**src/rtl/demux14_reg_pkg.sv**
```systemverilog
// Shared definitions for the registered 1-to-4 lane distributor.
package demux14_reg_pkg;

  localparam int NLANE  = 4;
  localparam int DW_DEF = 2;

  typedef logic [1:0] lane_idx_t;

  // One-hot lane decode; also drives the per-lane write-hit pulse.
  function automatic logic [NLANE-1:0] lane_onehot(input lane_idx_t idx);
    logic [NLANE-1:0] oh;
    oh      = '0;
    oh[idx] = 1'b1;
    return oh;
  endfunction

endpackage

```
**src/rtl/demux14_reg_edge_rise.sv**
```systemverilog
// Rising-edge detector for an already-synchronous level input.
// RST_VAL=1 suppresses a spurious edge when the input is high at reset release.
module demux14_reg_edge_rise #(
  parameter bit RST_VAL = 1'b1
) (
  input  logic clk,
  input  logic rst,
  input  logic d,
  output logic rise
);

  logic d_q;

  always_ff @(posedge clk or negedge rst) begin
    if (!rst) d_q <= RST_VAL;
    else      d_q <= d;
  end

  assign rise = d & ~d_q;

endmodule

```
**src/rtl/demux14_reg.sv**
```systemverilog
// Registered 1-to-4 demultiplexer: a wr rising edge stores din into lane[sel].
// Optional macro SCAN_EN adds a prescaled lane scanner (scan_f / scan_idx).
module demux14_reg
  import demux14_reg_pkg::*;
#(
  parameter int DW       = DW_DEF,
  parameter int SCAN_DIV = 4
) (
  input  logic                  clk,
  input  logic                  rst,
  input  lane_idx_t             sel,
  input  logic [DW-1:0]         din,
  input  logic                  wr,
  input  logic                  clr,
  output logic [NLANE*DW-1:0]   f,
  output logic [NLANE-1:0]      hit,
  output lane_idx_t             last,
  output logic [7:0]            wcnt
`ifdef SCAN_EN
  ,
  output logic [DW-1:0]         scan_f,
  output lane_idx_t             scan_idx
`endif
);

  logic [DW-1:0] lane [NLANE];
  logic          wr_edge;

  demux14_reg_edge_rise #(.RST_VAL(1'b1)) u_wr_edge (
    .clk  (clk),
    .rst  (rst),
    .d    (wr),
    .rise (wr_edge)
  );

  // clr wins over a coincident write edge; that edge is still consumed by the detector.
  always_ff @(posedge clk or negedge rst) begin
    if (!rst) begin
      for (int i = 0; i < NLANE; i++) lane[i] <= '0;
      hit  <= '0;
      last <= '0;
      wcnt <= '0;
    end else if (clr) begin
      for (int i = 0; i < NLANE; i++) lane[i] <= '0;
      hit <= '0;
    end else if (wr_edge) begin
      lane[sel] <= din;
      hit       <= lane_onehot(sel);
      last      <= sel;
      wcnt      <= wcnt + 8'd1;
    end else begin
      hit <= '0;
    end
  end

  for (genvar g = 0; g < NLANE; g++) begin : g_pack
    assign f[g*DW +: DW] = lane[g];
  end

`ifdef SCAN_EN
  localparam logic [7:0] SCAN_TC = 8'(SCAN_DIV - 1);

  logic [7:0] scan_cnt;
  lane_idx_t  scan_nxt;

  assign scan_nxt = scan_idx + 2'd1;

  always_ff @(posedge clk or negedge rst) begin
    if (!rst) begin
      scan_cnt <= '0;
      scan_idx <= '0;
      scan_f   <= '0;
    end else if (clr) begin
      scan_cnt <= '0;
      scan_idx <= '0;
      scan_f   <= '0;
    end else if (scan_cnt == SCAN_TC) begin
      scan_cnt <= '0;
      scan_idx <= scan_nxt;
      scan_f   <= lane[scan_nxt];
    end else begin
      scan_cnt <= scan_cnt + 8'd1;
    end
  end
`else
  localparam int unused_scan_div = SCAN_DIV;
`endif

endmodule

```
**config.mk**
```make
export PLATFORM = sky130hd
export DESIGN_NAME = demux14_reg
export DESIGN_NICKNAME = d
export VERILOG_FILES = /design/src/rtl/demux14_reg_pkg.sv /design/src/rtl/demux14_reg_edge_rise.sv /design/src/rtl/demux14_reg.sv
export SDC_FILE = /design/constraint.sdc
export NUM_CORES = 1
export LEC_CHECK = 0
export CAP_MARGIN = 20
export CORE_ASPECT_RATIO = 1.2
export CORE_MARGIN = 2
export CORE_UTILIZATION = 45
export DETAILED_ROUTE_END_ITERATION = 16
export GPL_ROUTABILITY_DRIVEN = 0
export HOLD_SLACK_MARGIN = 0.12
export PLACE_DENSITY = 0.78
export SETUP_SLACK_MARGIN = 0.5
export SLEW_MARGIN = 20
export SYNTH_ARGS = -nofsm -noshare
export SYNTH_HDL_FRONTEND = slang
export SYNTH_HIERARCHICAL = 1
export SYNTH_SLANG_ARGS = --single-unit
```
**constraint.sdc**
```tcl
create_clock -name clk -period 1.33 [get_ports clk]
set_input_delay 0.133 -clock clk [delete_from_list [all_inputs] [get_ports clk]]
set_output_delay 0.133 -clock clk [all_outputs]
set_load 0.005 [all_outputs]
```
* Yosys cells after proc, flatten, opt, wreduce, memory -nomap -nowiden
Index checks and enable logic that the tools add are counted.
** Storage, ports and cells
- Register bits :: 23
- Logic and storage cells :: 30
** Operators by class
- $add $sub $neg :: 1
- $lt $le $gt $ge :: 4
- Muxes and demuxes :: 9
- Bitwise operators :: 4
- Reductions and logical operators :: 4
** Operator list (number)
- two-way mux 8 bit :: 2
- adder 8 x 1 -> 8 bit (second input constant) :: 1
- bitwise mux 8 bit :: 1
- two-way mux 4 bit :: 2
- demux 2 bit (select 2 bit) :: 1
- >= comparator 3 bit (second input constant) :: 1
- < comparator 2 x 3 -> 1 bit (second input constant) :: 1
- < comparator 3 x 1 -> 1 bit (second input constant) :: 1
- NOT 2 -> 3 bit :: 1
- demux 1 bit (select 2 bit) :: 1
- >= comparator 2 x 1 -> 1 bit (second input constant) :: 1
- logical AND 1 bit :: 2
- two-way mux 2 bit :: 1
- NOT 1 bit :: 2
- AND reduction 2 bit :: 1
- nonzero test 2 bit :: 1
- bitwise AND 1 bit :: 1
- two-way mux 1 bit :: 1

* Logic depth before layout (Yosys ltp)
Gate-level depths: netlist of the first run.
- Depth after elaboration :: 8
- Gate-level depth with buffers :: 5
- Mapped depth without buffers :: 4

* Modules after synthesis
The synthesis of the first run kept the hierarchy.
** By module, submodules not included
- demux14_reg :: instances 1, cells an instance 76, area each 925.9 µm², seq. area each 550.5 µm²
- demux14_reg_edge_rise :: instances 1, cells an instance 2, area each 40.0 µm², seq. area each 26.3 µm²

* Least setup slack after synthesis of the first run
Ideal clock, no wire load.
- Path type :: register to register
- From :: register u_wr_edge.d_q
- To :: register wcnt[3]
- Setup time :: 124 ps
- Arrival time :: 993 ps
- Required time :: 1206 ps
- Setup slack :: 213 ps
- Cell stages (with the launch flop) :: 6
- Path buffers :: 1
- Cell sequence :: dfstp_2 > nor2b_4 > nor2b_4 > buf_6 > nand4_1 > xnor2_1
** On the way
- Cells in the longest elaborated chain, start to end :: 3
** RTL lines
- from (decl) :: RTL line demux14_reg_edge_rise.sv:12 : logic d_q;
- from (signal assigned) :: RTL line demux14_reg_edge_rise.sv:15 : if (!rst) d_q <= RST_VAL;
- from (signal assigned) :: RTL line demux14_reg_edge_rise.sv:16 : else d_q <= d;
- NOT 1 bit :: RTL line demux14_reg_edge_rise.sv:19 : assign rise = d & ~d_q;
- bitwise AND 1 bit :: RTL line demux14_reg_edge_rise.sv:19
- via wr_edge :: RTL line demux14_reg.sv:27 : logic wr_edge;
- AND reduction 2 bit (no line)
- to (signal assigned) :: RTL line demux14_reg.sv:50 : wcnt <= wcnt + 8'd1;
- to (decl) :: RTL line demux14_reg.sv:18 : output logic [7:0] wcnt
The timed path passes the listed nets, and every way through them passes these cells.
A chain may end at the register's enable or synchronous reset.

* Worst setup path after layout of the first run
- From :: register u_wr_edge.d_q
- To :: register hit[3]
** On the way
- Cells in the longest elaborated chain, start to end :: 4
** RTL lines
- NOT 1 bit :: RTL line demux14_reg_edge_rise.sv:19
- bitwise AND 1 bit :: RTL line demux14_reg_edge_rise.sv:19
- via wr_edge :: RTL line demux14_reg.sv:27
- two-way mux 4 bit :: RTL line demux14_reg.sv:46 : end else if (wr_edge) begin
- two-way mux 4 bit :: RTL line demux14_reg.sv:43 : end else if (clr) begin
- to (signal assigned) :: RTL line demux14_reg.sv:48 : hit <= lane_onehot(sel);
- to (decl) :: RTL line demux14_reg.sv:16 : output logic [NLANE-1:0] hit,
The timed path passes the listed nets, and every way through them passes these cells.

==> results of run 1 <==
-- flip-flops by register name (all words and copies together) (netlist names) --
name and flops:
u_wr_edge/d_q 1, wcnt 8, last 2, hit 4
f 8
-- cells in the final DEF, fill, tap and decap left out, drive strengths merged --
cell,Yosys,layout
and3,3,3
buf,3,41
clkbuf,0,5
clkdlybuf4s50,0,7
dfrtp,22,22
dfstp,1,1
ha,1,1
mux2i,8,8
nand2,10,10
nand3,1,1
nand3b,2,2
nand4,5,5
nor2,9,9
nor2b,2,2
nor3,1,1
nor3b,2,2
or2b,1,1
xnor2,7,7
-- cell families after synthesis --
logic type	share of synthesized area, %
AND/OR/NAND/NOR	21.5
adder cells (fa/ha/maj)	1.30
XOR/XNOR	6.35
flip-flops	59.7
multiplexers	8.29
buffers and inverters	2.85
-- critical path: cells and delay by family (launching register included) --
family,cells,cell delay (ns)
flops,1,0.57
simple gates,3,0.33
buf+inv,2,0.26
-- how the worst min path moves through the flow --
stage	start	slack (ns)	endpoint	depth (start not counted)
2_1_floorplan	rst	-0.16	f[0]	0
3_3_place_gp	last[0]	0.46	last[0]	2
3_5_place_dp	last[1]	0.48	last[1]	2
4_1_cts	rst	0.18	wcnt[5]	2
5_1_grt	rst	0.18	wcnt[7]	2
6_report	rst	0.17	hit[1]	2
-- layout make-up --
| class | instances | area [um^2] | area share, % |
|---|---|---|---|
| repair buffers | 49 | 338 | 24.9 |
| clock buffers | 4 | 26.3 | 1.94 |
| multi-input cells | 52 | 377 | 27.8 |
| well taps | 30 | 37.5 | 2.77 |
| flip-flops and latches | 23 | 578 | 42.6 |
-- metal layers --
metal	share of wire, %	wire length (um)
met5	0	0
met4	1.8	36
met3	5.4	111
met2	53	1100
met1	40	813
-- power breakdown --
group / switching [mW] / internal [mW] / total (mW)
logic: 0.221 / 0.252 / 0.474
clock network: 0.194 / 0.117 / 0.311
registers: 0.0393 / 0.784 / 0.823
-- repair_timing --
item,4_1_cts,5_1_grt
pin swaps,9,6
resized for setup,89,5
setup endpoints to repair,44,44
endpoints found under the hold margin,0,0
buffers inserted,10,4
-- through the flow --
step                      utilization [%]  setup WS (ns)
after detailed placement             64.0         -0.138
after global routing                 66.2         0.0116
after floorplan                         -          0.213
after global placement               64.0        -0.0833
final                                66.2         0.0782
after CTS                            64.4         0.0895
==> reports/qor.tcl, run 1 <==
set qor(clock-skew-final_ns) 0.000331
set qor(synth_common_cells) {sky130_fd_sc_hd__dfrtp_1, sky130_fd_sc_hd__nand2_1, sky130_fd_sc_hd__nor2_1}
set qor(critical-path-top-cell-by-count) {sky130_fd_sc_hd__nor2b_4}
set qor(die_width_um) 46.3
set qor(top_usage_layer) {met2}
set qor(final_antenna_net_count) 0
set qor(crit_start) {u_wr_edge/d_q}
set qor(worst-path-max-fanout) 7
set qor(reg2reg_setup_slack_ns) 0.08
set qor(number_of_cells_on_the_worst_reg_to_reg_path) 5
set qor(detailed_place_hpwl_um) 1450
set qor(slew-limit-headroom_pct) 80.7
set qor(hold-worst-slack_ns) 0.173
set qor(routed_via_density) 4.88
set qor(numPortBuffers) 29
set qor(upper_clock_frequency_limit_mhz) 799
set qor(total_power_mw) 1.61
set qor(synthesis.nets) 87
set qor(route.detailed.drc) 0
set qor(fraction_of_layout_cells_with_a_size_suffix_above_1_pct) 42.2
set qor(cts_tree) {done}
set qor(power.static_leakage_nw) 0.739
set qor(synth.distinct_cells) 18
set qor(synth_edf_count) 0
set qor(setup.worst_path.start_class) {register}
set qor(critical_path.reg2reg.endpoint) {hit[3]}
set qor(cts_num_sinks) 23
set qor(crit_path_top_delay_cell) {sky130_fd_sc_hd__dfstp_2}
set qor(power_density_nw_per_um2) 1190
set qor(syn-instance-count) 78
set qor(ys_async_sr_fraction_pct) 100
set qor(dieArea_um2) 2530
set qor(worstSkewPairLatency_ns) 0.30
set qor(synth_top_cell_by_area) {sky130_fd_sc_hd__dfrtp_1}
set qor(cp_cell_sequence) {nor2b_4, nor2b_4, buf_4, buf_6, and3_4}
set qor(timing_worst_slew_pin_value_ns) 0.289
set qor(fp.dieH_um) 54.8
set qor(timing.critical_path.to) {hit[3]}
set qor(r2r_start) {u_wr_edge/d_q}
set qor(synth.top_cell.area_share_pct) 57.0
set qor(crit_path_end_kind) {register}
set qor(total_negative_slack_for_setup_checks_ns) 0
set qor(global_route.usage.met2_pct) 34.7
set qor(final_area_um2) 1360
set qor(synth_area_leaders) {sky130_fd_sc_hd__dfrtp_1, sky130_fd_sc_hd__mux2i_1, sky130_fd_sc_hd__xnor2_1}
set qor(detail_route.first_pass.iterations) 4
set qor(most_common_cell_in_the_synthesized_netlist) {sky130_fd_sc_hd__dfrtp_1}
set qor(grt.met3_usage_pct) 3.30
set qor(status) {finished clean}
set qor(average_cell_area_after_synthesis_um2) 12.4
set qor(design.core.area_um2) 2050
set qor(final_net_count) 138
set qor(hold_viol_final) 0
set qor(yosysSeqAreaShare_pct) 59.7
set qor(routed_vias) 771
set qor(antenna_cells_inserted) 0
set qor(tritoncts.num_buffers) 3
set qor(max_cap_violations) 0
set qor(grt_first_pass_wirelength_um) 3390
set qor(yosys_warnings) 6
set qor(wl_per_cell_um) 13.0
set qor(cts_hold_buffers) 0
set qor(place_area_um2) 1310
set qor(critPathKind) {register to register}
set qor(fillCellCount) 178
set qor(period_minus_slack_ns) 1.25
set qor(critPathMaxStageDelay_ns) 0.57
set qor(detailedRoute.firstIterationViolations) 7
set qor(synth.ff_latch_count) 23
set qor(vdd_ir_drop_max_mv) 0.579
set qor(mappedNetlistArea_um2) 966
set qor(holdCritPathClass) {input port to async pin}
set qor(cts_buffer_depth) 2
set qor(place.detailed.instances) 140
set qor(timing_max_transition_violations_final) 0
set qor(cp_data_arrival_time_ns) 1.46
set qor(initial_utilization_pct) 47.1
set qor(htree_num_levels) 1
set qor(finalWirelength_um) 2060
set qor(fin_cells) 158
set qor(grt_start_max_net_pins) 24
set qor(io_pins) 30
set qor(globalRouteTotalUtil_pct) 19.4
set qor(rsz0062_at_grt) {true}
set qor(first_global_vias) 765
set qor(placementRows) 18
set qor(cts.root.buffer_cell) {sky130_fd_sc_hd__clkbuf_4}
set qor(dominantRegCellSynth) {sky130_fd_sc_hd__dfrtp_1}
set qor(report.final.setup_viol) 0
set qor(antenna_found_initial) 0
set qor(cts.reportedPaths.clkPinSlew_ns) 0.11
set qor(share_of_the_clock_period_used_by_the_worst_path_after_layout_pct) 94.1
set qor(critical_path_required_ns) 1.54
set qor(areaGrowthSynthToFinish_pct) 40.4
set qor(global_route.overflow_total) 0
set qor(use_met1_pct) 22.3
Note: power is estimated with default switching activity, not from simulation.
==> run 2: changes to the inputs <==
- RECOVER_POWER: unset -> 25
==> reports/qor.tcl, run 2 (synthesis gave the netlist of run 1 again) <==
set qor(htree_num_levels) 1 ;# unchanged
set qor(placementRows) 18 ;# unchanged
set qor(setup.worst_path.start_class) {input port}
set qor(final_critical_path_setup_slack_ns) 0.0576 ;# -0.0206 ns
set qor(io_pins) 30 ;# unchanged
set qor(antenna_found_initial) 0 ;# unchanged
set qor(rsz0062_at_grt) {true}
set qor(cp_data_arrival_time_ns) 1.53 ;# +0.07 ns
set qor(vdd_ir_drop_max_mv) 0.579 ;# about the same
set qor(total_power_mw) 1.61 ;# -0.13%
set qor(worstSkewPairLatency_ns) 0.30 ;# about the same
set qor(cts_hold_buffers) 0 ;# unchanged
set qor(crit_path_end_kind) {register}
set qor(finalWirelength_um) 2050 ;# -0.15%
set qor(share_of_the_clock_period_used_by_the_worst_path_after_layout_pct) 95.7 ;# +1.5 points
set qor(layout.cells.most_common_list) {sky130_fd_sc_hd__dfrtp_1, sky130_fd_sc_hd__buf_2, sky130_fd_sc_hd__buf_4}
set qor(top_usage_layer) {met2}
set qor(max_cap_violations) 0 ;# unchanged
set qor(areaGrowthSynthToFinish_pct) 40.2
set qor(design.core.area_um2) 2050 ;# unchanged
set qor(critPathKind) {input port to register}
set qor(power.static_leakage_nw) 0.739 ;# about the same
set qor(hold_viol_final) 0 ;# unchanged
set qor(clock-skew-final_ns) 0.000284 ;# -0.0000463 ns
set qor(upper_clock_frequency_limit_mhz) 786 ;# -1.6%
set qor(cts.reportedPaths.clkPinSlew_ns) 0.12 ;# about the same
set qor(multi_input_comb_area_um2) 377 ;# unchanged
set qor(holdCritPathClass) {input port to async pin}
set qor(cts_buffer_depth) 2 ;# unchanged
set qor(slew-limit-headroom_pct) 62.5 ;# -18 points
set qor(grt_first_pass_wirelength_um) 3390 ;# unchanged
set qor(final_net_count) 138 ;# unchanged
set qor(timing_worst_slew_pin_value_ns) 0.562 ;# +0.274 ns
set qor(die_width_um) 46.3 ;# unchanged
set qor(grt.met3_usage_pct) 3.30 ;# unchanged
set qor(detail_route.first_pass.iterations) 4 ;# unchanged
set qor(fillCellCount) 179 ;# +0.56%
set qor(fraction_of_layout_cells_with_a_size_suffix_above_1_pct) 42.2 ;# unchanged
set qor(use_met1_pct) 22.3 ;# unchanged
set qor(global_route.overflow_total) 0 ;# unchanged
set qor(place_ws_ns) -0.138 ;# unchanged
set qor(detailed_place_hpwl_um) 1450 ;# unchanged
set qor(power_density_nw_per_um2) 1190 ;# about the same
set qor(initial_utilization_pct) 47.1 ;# unchanged
set qor(fp.dieH_um) 54.8 ;# unchanged
set qor(first_global_vias) 765 ;# unchanged
set qor(period_minus_slack_ns) 1.27 ;# +0.0206 ns
set qor(cts_tree) {done}
set qor(wl_per_cell_um) 13.0 ;# -0.15%
set qor(detailedRoute.firstIterationViolations) 7 ;# unchanged
set qor(hold-worst-slack_ns) 0.338 ;# +0.165 ns
set qor(global_route.usage.met2_pct) 34.7 ;# unchanged
set qor(antenna_cells_inserted) 0 ;# unchanged
set qor(cts_num_sinks) 23 ;# unchanged
set qor(tritoncts.num_buffers) 3 ;# unchanged
set qor(grt_start_max_net_pins) 24 ;# unchanged
set qor(cts.root.buffer_cell) {sky130_fd_sc_hd__clkbuf_4}
set qor(globalRouteTotalUtil_pct) 19.4 ;# unchanged
set qor(worst-path-max-fanout) 7 ;# unchanged
set qor(numPortBuffers) 29 ;# unchanged
set qor(reg2reg_setup_slack_ns) 0.08 ;# about the same
set qor(critical_path_required_ns) 1.58 ;# +0.04 ns
set qor(report.final.setup_viol) 0 ;# unchanged
set qor(finalCoreUtilization_pct) 66.1 ;# -0.12 points
set qor(final_antenna_net_count) 0 ;# unchanged
set qor(routed_vias) 770 ;# -0.13%
set qor(ff_latch_area_um2) 578 ;# unchanged
set qor(route.detailed.drc) 0 ;# unchanged
set qor(timing_max_transition_violations_final) 0 ;# unchanged
set qor(dieArea_um2) 2530 ;# unchanged
set qor(routed_via_density) 4.87 ;# -0.13%
set qor(total_negative_slack_for_setup_checks_ns) 0 ;# unchanged
set qor(status) {finished clean}
[run 2: cell count changes in the layout (fill, tap and decap cells not counted)]
cell                              change
sky130_fd_sc_hd__dlygate4sd3_1        +2
sky130_fd_sc_hd__clkbuf_2             +1
sky130_fd_sc_hd__buf_4                -1
sky130_fd_sc_hd__clkdlybuf4s50_1      -2
[run 2: worst max-delay path: stages]
cell,delay (ns)
sky130_fd_sc_hd__dlygate4sd3_1,0.55
sky130_fd_sc_hd__nor2b_4,0.18
sky130_fd_sc_hd__nor2b_4,0.25
sky130_fd_sc_hd__buf_4,0.15
sky130_fd_sc_hd__buf_6,0.10
sky130_fd_sc_hd__and3_4,0.15
[run 2: cell type report]
| cell class | instances | area share [%] |
|---|---|---|
| well taps | 30 | 2.77 |
| flip-flops and latches | 23 | 42.7 |
| repair buffers | 49 | 24.8 |
| multi-input cells | 52 | 27.8 |
| clock buffers | 4 | 1.94 |
[run 2: per-layer routing]
| metal | wire [um] | up-vias |
|---|---|---|
| met2 | 1090 | 29 |
| met1 | 814 | 376 |
| met4 | 36 | 0 |
| li1 | - | 361 |
| met5 | 0 | - |
| met3 | 111 | 4 |
[run 2: path summary, 6_finish.rpt]
check,start,end,cells past startpoint
setup / recovery,wr,hit[3],6
hold / removal,rst,hit[3],2
setup reg to reg,u_wr_edge/d_q,hit[3],5
hold reg to reg,last[0],last[0],2
max in group asynchronous,rst,wcnt[0],2
min in group clk,wr,u_wr_edge/d_q,1
[run 2: what timing repair did]
item | CTS | global route
setup buffers | 10 | 4
hold endpoints to repair | 0 | 0
endpoints found under the setup margin | 44 | 44
resized for setup | 89 | 5
pin swaps | 9 | 6
[run 2: through the flow]
| stage | std cells | area, um^2 |
|---|---|---|
| global placement | 140 | 1310 |
| finish | 158 | 1350 |
| detailed placement | 140 | 1310 |
| CTS | 154 | 1320 |
| global route | 158 | 1350 |
| floorplan | 78 | 966 |
[run 2: where the power goes]
part,total [mW],internal (mW),leakage [nW],switching (mW)
combinational,0.472,0.250,0.418,0.221
clock,0.311,0.117,0.0150,0.194
sequential,0.823,0.784,0.306,0.0393
total,1.61,1.15,0.739,0.455
==> run 3: changes to the inputs <==
- GPL_ROUTABILITY_DRIVEN: 0 -> unset
- TNS_END_PERCENT: unset -> 30
==> reports/qor.tcl, run 3 (synthesis gave the netlist of run 1 again) <==
set qor(status) {finished clean}
set qor(timing_worst_slew_pin_value_ns) 0.543 ;# -0.0197 ns
set qor(final_antenna_net_count) 0 ;# unchanged
set qor(grt_start_max_net_pins) 24 ;# unchanged
set qor(hold_viol_final) 0 ;# unchanged
set qor(fp.dieH_um) 54.8 ;# unchanged
set qor(wl_per_cell_um) 12.5 ;# -3.6%
set qor(worstSkewPairLatency_ns) 0.30 ;# about the same
set qor(worst-path-max-fanout) 4 ;# -3
set qor(crit_path_top_delay_cell) {sky130_fd_sc_hd__dfstp_2}
set qor(critPathKind) {register to register}
set qor(global_route.overflow_total) 0 ;# unchanged
set qor(critPathMaxStageDelay_ns) 0.57 ;# +0.02 ns
set qor(vdd_ir_drop_max_mv) 0.672 ;# +16%
set qor(setup.worst_path.start_class) {register}
set qor(cts_tree) {done}
set qor(number_of_cells_on_the_worst_reg_to_reg_path) 5 ;# unchanged
set qor(hold-worst-slack_ns) 0.341 ;# +0.00319 ns
set qor(design.core.area_um2) 2050 ;# unchanged
set qor(fraction_of_layout_cells_with_a_size_suffix_above_1_pct) 30.4 ;# -12 points
set qor(power.static_leakage_nw) 0.747 ;# +1.1%
set qor(numPortBuffers) 29 ;# unchanged
set qor(final_net_count) 135 ;# -2.2%
set qor(total_power_mw) 1.59 ;# -0.86%
set qor(antenna_cells_inserted) 0 ;# unchanged
set qor(cell_family_with_most_cp_delay) {flip-flops}
set qor(fillCellCount) 170 ;# -5.0%
set qor(worst-path-stages) 5 ;# -1
set qor(slew-limit-headroom_pct) 63.8 ;# +1.3 points
set qor(detailed_place_hpwl_um) 1430 ;# -0.86%
set qor(antenna_found_initial) 0 ;# unchanged
set qor(total_negative_slack_for_setup_checks_ns) 0 ;# unchanged
set qor(cts_buffer_depth) 2 ;# unchanged
set qor(crit_start) {u_wr_edge/d_q}
set qor(detail_route.first_pass.iterations) 3 ;# -1
set qor(finalCoreUtilization_pct) 66.1 ;# about the same
set qor(cp_cell_sequence) {nor2b_4, buf_6, nand3b_1, mux2i_1, nor2_1}
set qor(r2r_start) {u_wr_edge/d_q}
set qor(cts.root.buffer_cell) {sky130_fd_sc_hd__clkbuf_4}
set qor(routed_vias) 750 ;# -2.6%
set qor(power_density_nw_per_um2) 1180 ;# -0.95%
set qor(rsz0062_at_grt) {true}
set qor(gp_routability_congestion) 0.772
set qor(layout.cells.most_common) {sky130_fd_sc_hd__dfrtp_1}
set qor(critical_path_required_ns) 1.53 ;# -0.05 ns
set qor(clock-skew-final_ns) 0.00162 ;# +0.00133 ns
set qor(cp_data_arrival_time_ns) 1.42 ;# -0.11 ns
set qor(layout.cells.most_common_list) {sky130_fd_sc_hd__dfrtp_1, sky130_fd_sc_hd__buf_4, sky130_fd_sc_hd__buf_2}
set qor(htree_num_levels) 1 ;# unchanged
set qor(upper_clock_frequency_limit_mhz) 817 ;# +4.0%
set qor(timing_max_transition_violations_final) 0 ;# unchanged
set qor(placementRows) 18 ;# unchanged
set qor(globalRouteTotalUtil_pct) 18.2 ;# -1.2 points
set qor(finalWirelength_um) 1940 ;# -5.4%
set qor(crit_path_end_kind) {register}
set qor(cts_num_sinks) 23 ;# unchanged
set qor(grt_first_pass_wirelength_um) 3250 ;# -4.3%
set qor(detailedRoute.firstIterationViolations) 2 ;# -5
set qor(areaGrowthSynthToFinish_pct) 40.3 ;# about the same
set qor(cts.reportedPaths.clkPinSlew_ns) 0.12 ;# about the same
set qor(die_width_um) 46.3 ;# unchanged
set qor(dieArea_um2) 2530 ;# unchanged
set qor(first_global_vias) 779 ;# +1.8%
set qor(holdCritPathClass) {input port to async pin}
set qor(report.final.setup_viol) 0 ;# unchanged
set qor(route.detailed.drc) 0 ;# unchanged
set qor(initial_utilization_pct) 47.1 ;# unchanged
set qor(share_of_the_clock_period_used_by_the_worst_path_after_layout_pct) 92.0 ;# -3.6 points
set qor(worst-path-buf-inv) 1 ;# -2
set qor(period_minus_slack_ns) 1.22 ;# -0.0484 ns
set qor(max_cap_violations) 0 ;# unchanged
set qor(io_pins) 30 ;# unchanged
set qor(routed_via_density) 4.84 ;# -0.71%
set qor(tritoncts.num_buffers) 3 ;# unchanged
## run 3: cell count changes in the layout (fill, tap and decap cells not counted), moves of 2 or more
cell	previous run	this run
sky130_fd_sc_hd__dlygate4sd2_1	0	10
sky130_fd_sc_hd__buf_2	21	12
sky130_fd_sc_hd__buf_4	17	15
sky130_fd_sc_hd__nand2_1	8	10
sky130_fd_sc_hd__nand2_2	2	0
## run 3: worst register-to-register path, stage by stage (launching register included)
cell and delay (ns):
sky130_fd_sc_hd__dfstp_2 0.57, sky130_fd_sc_hd__nor2b_4 0.05, sky130_fd_sc_hd__buf_6 0.12, sky130_fd_sc_hd__nand3b_1 0.14
sky130_fd_sc_hd__mux2i_1 0.19, sky130_fd_sc_hd__nor2_1 0.06
## run 3: final cells by class
cell class	instances	area (um^2)	area share, %
Timing Repair Buffer	46	347	25.6
Multi-Input combinational cell	52	367	27.1
Tap cell	30	37.5	2.77
Clock buffer	4	26.3	1.94
Sequential cell	23	578	42.7
## run 3: what timing repair did
| item | 4_1_cts | 5_1_grt |
|---|---|---|
| resized for setup | 61 | 0 |
| hold buffers | 0 | 0 |
| buffers inserted | 11 | 0 |
| pin swaps | 1 | 7 |
| setup endpoints to repair | 44 | 44 |
## run 3: final timing paths
path / slack [ns] / to
max: 0.11 / f[5]
min: 0.34 / hit[3]
max reg2reg: 0.11 / f[5]
min reg2reg: 0.49 / last[1]
max in group asynchronous: 0.60 / wcnt[0]
min in group clk: 0.40 / u_wr_edge/d_q
## run 3: through the flow
step / cell area (um^2) / setup slack (ns) / cells
2_1_floorplan: 966 / 0.213 / 78
3_3_place_gp: 1310 / -0.0757 / 140
3_5_place_dp: 1310 / -0.128 / 140
4_1_cts: 1360 / 0.0977 / 155
5_1_grt: 1360 / 0.0413 / 155
6_report: 1360 / 0.106 / 155
## run 3: report_power, final
part / total (mW) / internal (mW) / leakage (nW) / switching (mW)
clock network: 0.306 / 0.117 / 0.0150 / 0.189
registers: 0.826 / 0.784 / 0.306 / 0.0416
logic: 0.461 / 0.246 / 0.426 / 0.214
## run 3: layer usage
layer / global-route usage [%] / share of wire, %
met1: 18.9 / 38
met2: 35.2 / 57
met3: 3.63 / 4.8
met4: 6.19 / 0
met5: 0 / 0
